`src/rtl/bit16_divider.sv`:
```
// ---------------------------------------------------------------------------
// bit16_divider
// Sequential unsigned restoring divider. Produces one quotient bit per clock
// using a trial subtraction of the divisor from the shifted partial
// remainder. Operands and results each use a valid/ready handshake, so the
// block can sit beside the combinational ALU and serve DIV/MOD operations.
//
// Ports
//   clk        in   1      rising-edge clock
//   rst_n      in   1      asynchronous, active-low reset
//   in_valid   in   1      dividend/divisor presented
//   in_ready   out  1      block can accept operands (IDLE only)
//   dividend   in   WIDTH  unsigned dividend
//   divisor    in   WIDTH  unsigned divisor
//   out_valid  out  1      quotient/remainder/div_zero valid (DONE only)
//   out_ready  in   1      consumer accepts result
//   quotient   out  WIDTH  unsigned quotient
//   remainder  out  WIDTH  unsigned remainder
//   div_zero   out  1      divisor was zero for this result
// ---------------------------------------------------------------------------
module bit16_divider #(
    parameter int WIDTH = 16
) (
    input  logic             clk,
    input  logic             rst_n,
    input  logic             in_valid,
    output logic             in_ready,
    input  logic [WIDTH-1:0] dividend,
    input  logic [WIDTH-1:0] divisor,
    output logic             out_valid,
    input  logic             out_ready,
    output logic [WIDTH-1:0] quotient,
    output logic [WIDTH-1:0] remainder,
    output logic             div_zero
);

    localparam int CW = (WIDTH > 2) ? $clog2(WIDTH) : 1;

    typedef enum logic [1:0] {
        IDLE = 2'd0,
        RUN  = 2'd1,
        DONE = 2'd2
    } state_t;

    state_t          r_state;
    state_t          w_nextState;

    logic [WIDTH-1:0] r_dvd;
    logic [WIDTH-1:0] r_divisor;
    logic [WIDTH-1:0] r_rem;
    logic [WIDTH-1:0] r_quot;
    logic [CW-1:0]    r_count;
    logic             r_divZero;

    logic [WIDTH-1:0] w_rSh;
    logic [WIDTH:0]   w_trial;
    logic             w_accept;

    assign w_accept = in_valid && in_ready;

    // Dropping the partial remainder MSB during the shift is safe: before the
    // last step the remainder holds at most WIDTH-1 significant bits, so the
    // shifted value always fits in WIDTH bits.
    assign w_rSh   = {r_rem[WIDTH-2:0], r_dvd[WIDTH-1]};
    assign w_trial = {1'b0, w_rSh} - {1'b0, r_divisor};

    // State register.
    always_ff @(posedge clk or negedge rst_n) begin
        if (!rst_n) begin
            r_state <= IDLE;
        end else begin
            r_state <= w_nextState;
        end
    end

    // Next-state logic. A zero divisor skips the iteration and goes straight
    // to DONE with the saturated result.
    always_comb begin
        w_nextState = r_state;
        case (r_state)
            IDLE: begin
                if (w_accept) begin
                    w_nextState = (divisor == '0) ? DONE : RUN;
                end
            end
            RUN: begin
                if (r_count == '0) begin
                    w_nextState = DONE;
                end
            end
            DONE: begin
                if (out_ready) begin
                    w_nextState = IDLE;
                end
            end
            default: w_nextState = IDLE;
        endcase
    end

    // Handshake outputs decoded from the current state.
    always_comb begin
        in_ready  = 1'b0;
        out_valid = 1'b0;
        case (r_state)
            IDLE:    in_ready  = 1'b1;
            DONE:    out_valid = 1'b1;
            default: begin
                in_ready  = 1'b0;
                out_valid = 1'b0;
            end
        endcase
    end

    // Datapath: operands are captured only at the accept edge; each RUN cycle
    // performs one restoring step. Borrow-free trial means the quotient bit
    // is 1 and the difference becomes the new partial remainder.
    always_ff @(posedge clk or negedge rst_n) begin
        if (!rst_n) begin
            r_dvd     <= '0;
            r_divisor <= '0;
            r_rem     <= '0;
            r_quot    <= '0;
            r_count   <= '0;
            r_divZero <= 1'b0;
        end else begin
            case (r_state)
                IDLE: begin
                    if (w_accept) begin
                        r_dvd     <= dividend;
                        r_divisor <= divisor;
                        if (divisor == '0) begin
                            r_quot    <= '1;
                            r_rem     <= dividend;
                            r_divZero <= 1'b1;
                        end else begin
                            r_quot    <= '0;
                            r_rem     <= '0;
                            r_divZero <= 1'b0;
                            r_count   <= CW'(WIDTH - 1);
                        end
                    end
                end
                RUN: begin
                    r_dvd <= {r_dvd[WIDTH-2:0], 1'b0};
                    if (!w_trial[WIDTH]) begin
                        r_rem  <= w_trial[WIDTH-1:0];
                        r_quot <= {r_quot[WIDTH-2:0], 1'b1};
                    end else begin
                        r_rem  <= w_rSh;
                        r_quot <= {r_quot[WIDTH-2:0], 1'b0};
                    end
                    if (r_count != '0) begin
                        r_count <= r_count - CW'(1);
                    end
                end
                default: begin
                end
            endcase
        end
    end

    assign quotient  = r_quot;
    assign remainder = r_rem;
    assign div_zero  = r_divZero;

endmodule

```
`config.mk`:
```
export PLATFORM = sky130hd
export DESIGN_NAME = bit16_divider
export DESIGN_NICKNAME = d
export VERILOG_FILES = /design/src/rtl/bit16_divider.sv
export SDC_FILE = /design/constraint.sdc
export NUM_CORES = 1
export LEC_CHECK = 0
export ABC_CLOCK_PERIOD_IN_PS = 5000
export CELL_PAD_IN_SITES_DETAIL_PLACEMENT = 0
export CELL_PAD_IN_SITES_GLOBAL_PLACEMENT = 1
export CORE_UTILIZATION = 43
export DETAILED_ROUTE_END_ITERATION = 8
export PLACE_DENSITY = 0.93
export SKIP_CTS_REPAIR_TIMING = 1
export SLEW_MARGIN = 20
export SYNTH_ARGS = -nofsm -noshare
export SYNTH_HDL_FRONTEND = slang
export SYNTH_SLANG_ARGS = --single-unit
```
`constraint.sdc`:
```
create_clock -name clk -period 5 [get_ports clk]
set_input_delay 1.5 -clock clk [delete_from_list [all_inputs] [get_ports clk]]
set_output_delay 1.5 -clock clk [all_outputs]
set_load 0.02 [all_outputs]
```
==> results.yml, run 1 <==
cells_and_area:
  nets: 596
  final_util_pct: 54.44
  drive_gt1_share_pct: 6.033
  area_growth_pct: 22.92
  diodes: 0
timing:
  drv_slew: 0
  clock_skew_ps: 8.446
  fin_setup_tns_ps: 0
  fin_crit_ps: 3527
  rsz0062_at_grt: "false"
  period_share_pct: 70.53
  max_freq_mhz: 283.6
  setup_viol_count_final: 0
  tightest_slew_ps: 1028
  relSlewSlack_pct: 31.27
  finalHoldViolations: 0
clock_tree:
  root_buffer: "clkbuf_8"
  cts_num_sinks: 71
  cts_tree: "yes"
  htreeDepth: 3
  numCtsBuffers: 9
  cts_buffer_depth: 2
  clk_latency_ps: 350
  clkTransAtPathRegs_ps: 80
logic_synthesis:
  synth_edf_count: 0
  synthesis.area_um2: 4073
  synth_compound_area_share_pct: 22.86
  synthMuxAreaShare_pct: 2.488
  yosysWarnings: 0
  avgSynthCellArea_um2: 8.397
  synth-xor-area-share_pct: 2.366
  synth_flop_cell: "dfrtp_1"
  synth_seq_cells: 71
  synth_top_family_by_area: "compound AO/OA/AOI/OAI gates"
  synthSimpleGateAreaFrac_pct: 17.67
  async_flop_share_pct: 100.0
  yosysSeqAreaShare_pct: 43.63
  synth_fa_ha_area_share_pct: 5.714
  syn_inst: 485
  ys_types: 54
  syn-num-nets: 539
pwr:
  power_density_nw_per_um2: 720.9
  total_power_mw: 3.609
  peakVddDrop_uv: 264.8
  power.static_leakage_nw: 2.144
drt:
  via_per_inst: 5.661
  wl_per_cell_um: 16.12
  drc_errors: 2
  drtIter0Drc: 176
  vias: 3725
  drt-total-wl_um: 10610
  detail-route-antenna-nets: 0
  dr.pass1.iters: 7
worst_setup_path:
  path_max_fanout: 22
  ff2ff_setup_slack_ps: 1740
  r2r_end: "remainder[9]"
  path_class: "input port to flop"
  crit_required_ps: 5260
  start_kind: "input port"
  slowest_delay_ps: 710
  critPathBufInv: 2
  end_kind: "flop"
  path_delay_family: "simple AND/OR/NAND/NOR gates"
  r2r-start: "r_dvd[15]"
  worstPathCellList: "clkdlybuf4s50_1, nor4_1, nand4_1, nor2_2, buf_4, a21oi_1, o21ai_0"
  crit_slowest_cell: "nor2_2"
  reg2reg_depth: 9
  cp.arrival_ps: 3790
worst_hold_path:
  hold_class: "flop to flop"
  holdPathEnd: "quotient[15]"
  min_from: "quotient[15]"
  min_path_cells: 2
grt:
  grt_pass1_vias: 3460
  grt_usage_pct: 22.42
  grt_overflow_total: 0
  antenna_found_initial: 0
  grt_max_degree: 50
  grt_pass1_wl_um: 17420
die:
  die_y_um: 99.32
  rows: 35
  coreArea_um2: 9196
  start_util_pct: 44.29
  die_w_um: 99.32
  io_pins: 71
  die-area_um2: 9864
placed_design:
  gp_congestion: 0.9007
  dpl.hpwl_um: 7861
  io_buffers: 70
run:
  cap_viol_max_count: 0
status:
  violations: "design-rule violations"
  outcome: "complete, but fails checks"
[kinds of logic (layout without fill, tap and decap cells)]
family | after synthesis | in the layout
AOI/OAI and AO/OA | 154 | 154
and+or+nand+nor | 169 | 169
DFF | 71 | 71
adders and majority gates | 18 | 18
xor gates and xnor gates | 11 | 11
buffers and inverters | 52 | 114
muxes | 10 | 10
[layout make-up]
type	instances	area, um2
flip-flops and latches	71	1777
inverters	22	82.58
clock inverters	6	46.29
repair buffers	76	740.7
fillers	878	4190
clock buffers	10	127.6
well taps	111	138.9
multi-input cells	362	2093
[flip-flops by register name, summed over array words and instances (netlist names)]
register / cells
div_zero: 1
quotient: 16
r_count: 4
r_divisor: 16
r_dvd: 16
r_state: 2
remainder: 16
[metrics by stage]
step / area [um2] / hold slack (ps) / setup WS (ps) / instances
after CTS: 5001 / 498.0 / 1474 / 658
after global routing: 5006 / 542.8 / 1249 / 658
final: 5006 / 490.9 / 1473 / 658
after detailed placement: 4827 / 479.0 / 1106 / 642
after floorplan: 4073 / 449.7 / 2237 / 485
after global placement: 4827 / 472.2 / 1214 / 642
[layout by cell type (no fill, tap or decap), drive strengths merged, types with 10 or more instances in the layout]
master / instances
a21oi: 49
a31oi: 17
clkbuf: 10
clkdlybuf4s50: 69
dfrtp: 71
ha: 17
inv: 23
nand2: 93
nor2: 40
o21ai: 50
xnor2: 11
[how the worst max path moves through the flow]
stage / end / cells after the start / startpoint
floorplan: remainder[1] / 7 / divisor[4]
global placement: quotient[15] / 7 / divisor[11]
detailed placement: quotient[5] / 7 / divisor[11]
CTS: quotient[5] / 7 / divisor[11]
global route: quotient[5] / 7 / divisor[11]
finish: quotient[5] / 7 / divisor[11]
[cells in the mapped netlist (2+ instances only)]
| cell type | number | area, um2 |
|---|---|---|
| nand2_1 | 93 | 349.1 |
| dfrtp_1 | 71 | 1777 |
| o21ai_0 | 49 | 245.2 |
| a21oi_1 | 48 | 240.2 |
| nor2_1 | 40 | 150.1 |
| inv_1 | 22 | 82.58 |
| clkbuf_1 | 20 | 75.07 |
| ha_1 | 17 | 212.7 |
| a31oi_1 | 16 | 100.1 |
| xnor2_1 | 11 | 96.34 |
| mux2i_1 | 9 | 90.09 |
| and3_1 | 7 | 43.79 |
| o22ai_1 | 7 | 43.79 |
| buf_2 | 6 | 30.03 |
| nor4_1 | 6 | 37.54 |
| nand2b_1 | 5 | 31.28 |
| nor3_1 | 5 | 25.02 |
| o21a_1 | 4 | 30.03 |
| o221ai_1 | 4 | 35.03 |
| a211o_1 | 3 | 26.28 |
| a211oi_1 | 3 | 22.52 |
| and2_1 | 3 | 18.77 |
| nand3_1 | 2 | 10.01 |
| nand4_1 | 2 | 12.51 |
| nor2b_1 | 2 | 12.51 |
| or2_2 | 2 | 12.51 |
[power breakdown]
| part | switching (mW) | leakage [nW] | internal [mW] |
|---|---|---|---|
| Combinational | 1.30 | 1.18 | 0.913 |
| Clock | 0.231 | 0.0829 | 0.183 |
| Sequential | 0.182 | 0.883 | 0.800 |
[metal layers]
| metal | global-route usage, % | vias up | wire [um] | share of wire (%) |
|---|---|---|---|---|
| met5 | 0 | - | 0 | 0 |
| met4 | 5.430 | 0 | 131 | 1.2 |
| met3 | 4.287 | 11 | 411 | 3.9 |
| met2 | 37.66 | 78 | 5346 | 50 |
| met1 | 29.96 | 1827 | 4717 | 44 |
| li1 | - | 1809 | - | - |
[tightest hold or removal path, delay by kind of cell, from the launching register on]
family / cells / cell delay, ps
and+or+nand+nor: 1 / 50
AOI/OAI and AO/OA: 1 / 60
DFF: 1 / 350
(Power assumes the default switching activity.)
==> run 2, diff against run 1 <==
- ABC_CLOCK_PERIOD_IN_PS: 5000 -> 3200
- CORE_UTILIZATION: 43 -> 36
- PLACE_DENSITY: 0.93 -> 0.84
- clock period: 5 -> 3.2 ns (I/O delays scaled with it)
==> results.yml, run 2 (synthesis gave the netlist of run 1 again) <==
drt:
  via_per_inst: 5.384
  dr.pass1.iters: 6
  drt-total-wl_um: 10850
  met3_length_um: 476
  detail-route-antenna-nets: 0
  wl_met1_um: 4902
  wl_per_cell_um: 15.68
  top_layer_used: "met4"
  dr_wl_met2_um: 5313
  drc_errors: 0
  vias: 3726
  drtIter0Drc: 273
placed_design:
  gp_congestion: 0.9017
  place_inst: 676
  placed_area_um2: 4926
  dpl.hpwl_um: 7967
  place_ws_ps: 292.7
  io_buffers: 70
timing:
  clock_skew_ps: 9.698
  fin_setup_tns_ps: 0
  setup_viol_count_final: 0
  hold_slack_ps: 489.9
  fin_crit_ps: 2725
  relSlewSlack_pct: 56.22
  tightest_slew_ps: 653.7
  period_share_pct: 85.15
  drv_slew: 0
  rsz0062_at_grt: "false"
  finalHoldViolations: 0
  max_freq_mhz: 367.0
  setup_ws_ps: 475.2
die:
  rows: 38
  coreArea_um2: 10940
  die-area_um2: 11740
  die_w_um: 108.4
  io_pins: 71
  die_y_um: 108.4
  start_util_pct: 37.24
cells_and_area:
  layout_commonest_cell: "nand2_1"
  diodes: 0
  fill_cells: 1063
  fin_cells: 692
  drive_gt1_share_pct: 6.884
  final_util_pct: 48.20
  nets: 601
  area_growth_pct: 29.43
  stdcell_area_um2: 5271
  final_cell_mix: "nand2_1 (93), dfrtp_1 (71), clkdlybuf4s50_1 (69)"
worst_setup_path:
  crit_slowest_cell: "fa_1"
  ff2ff_setup_slack_ps: 480
  critPathBufInv: 2
  crit_required_ps: 3460
  path_max_fanout: 20
  reg2reg_depth: 10
  worstPathCellList: "inv_1, ha_1, fa_1, nand2b_1, a21oi_4, o2111ai_2, a31oi_2, buf_4, mux2_2, o22ai_1"
  cp.arrival_ps: 2980
  slowest_delay_ps: 400
  path_class: "flop to flop"
  startpoint: "r_dvd[15]"
  path_delay_family: "compound AO/OA/AOI/OAI gates"
  end_kind: "flop"
  path_depth: 10
  start_kind: "flop"
  r2r-start: "r_dvd[15]"
clock_tree:
  htreeDepth: 3
  clk_latency_ps: 330
  clkTransAtPathRegs_ps: 60
  cts_num_sinks: 71
  cts_tree: "yes"
  root_buffer: "clkbuf_16"
  cts_buffer_depth: 2
  numCtsBuffers: 9
pwr:
  total_power_mw: 6.182
  power.static_leakage_nw: 2.256
  peakVddDrop_uv: 726.0
  power_density_nw_per_um2: 1173
grt:
  antenna_found_initial: 0
  grt_pass1_wl_um: 17680
  grt_pass1_vias: 3521
  grt_max_degree: 47
  grt_usage_pct: 19.63
  grt_overflow_total: 0
run:
  cap_viol_max_count: 0
worst_hold_path:
  min_path_cells: 2
  min_from: "quotient[15]"
  hold_class: "flop to flop"
status:
  outcome: "completed"
==> run 2: cell count changes in the layout (fill, tap and decap cells not counted), sizes merged <==
| cell | before | now |
|---|---|---|
| buf | 7 | 12 |
| bufinv | 0 | 3 |
| clkinv | 3 | 1 |
| clkinvlp | 2 | 0 |
| inv | 23 | 24 |
==> run 2: tightest hold or removal path, stage by stage (launching register included) <==
cell	delay (ps)
dfrtp_1	350
nand2_1	50
o21ai_0	60
==> run 2: per-layer routing <==
layer / global-route usage [%] / up-vias
met4: 6.467 / 0
met3: 4.400 / 13
met2: 31.98 / 95
li1: - / 1825
met1: 25.75 / 1793
met5: 0 / -
==> run 2: path summary, 6_finish.rpt <==
| path | to |
|---|---|
| max | remainder[1] |
| max reg2reg | remainder[1] |
| max in group asynchronous | r_divisor[13] |
| min | quotient[15] |
| min in group asynchronous | quotient[15] |
| min reg2reg | quotient[15] |
==> run 2: layout make-up <==
| type | instances | area [um2] | share of cell area [%] |
|---|---|---|---|
| clock buffers | 10 | 229.0 | 4.344 |
| clock inverters | 6 | 116.4 | 2.207 |
| inverters | 22 | 82.58 | 1.567 |
| multi-input cells | 362 | 2088 | 39.62 |
| flip-flops and latches | 71 | 1777 | 33.71 |
| well taps | 140 | 175.2 | 3.323 |
| repair buffers | 81 | 803.3 | 15.24 |
==> run 2: power breakdown <==
group	internal, mW	switching (mW)
clock	0.768	0.390
combinational	1.45	2.02
sequential	1.25	0.295
==> run 3, diff against run 2 <==
- CAP_MARGIN: not set -> 10
==> results of run 3 <==
No change in the layout: final DEF, timing and power equal those of run 2.
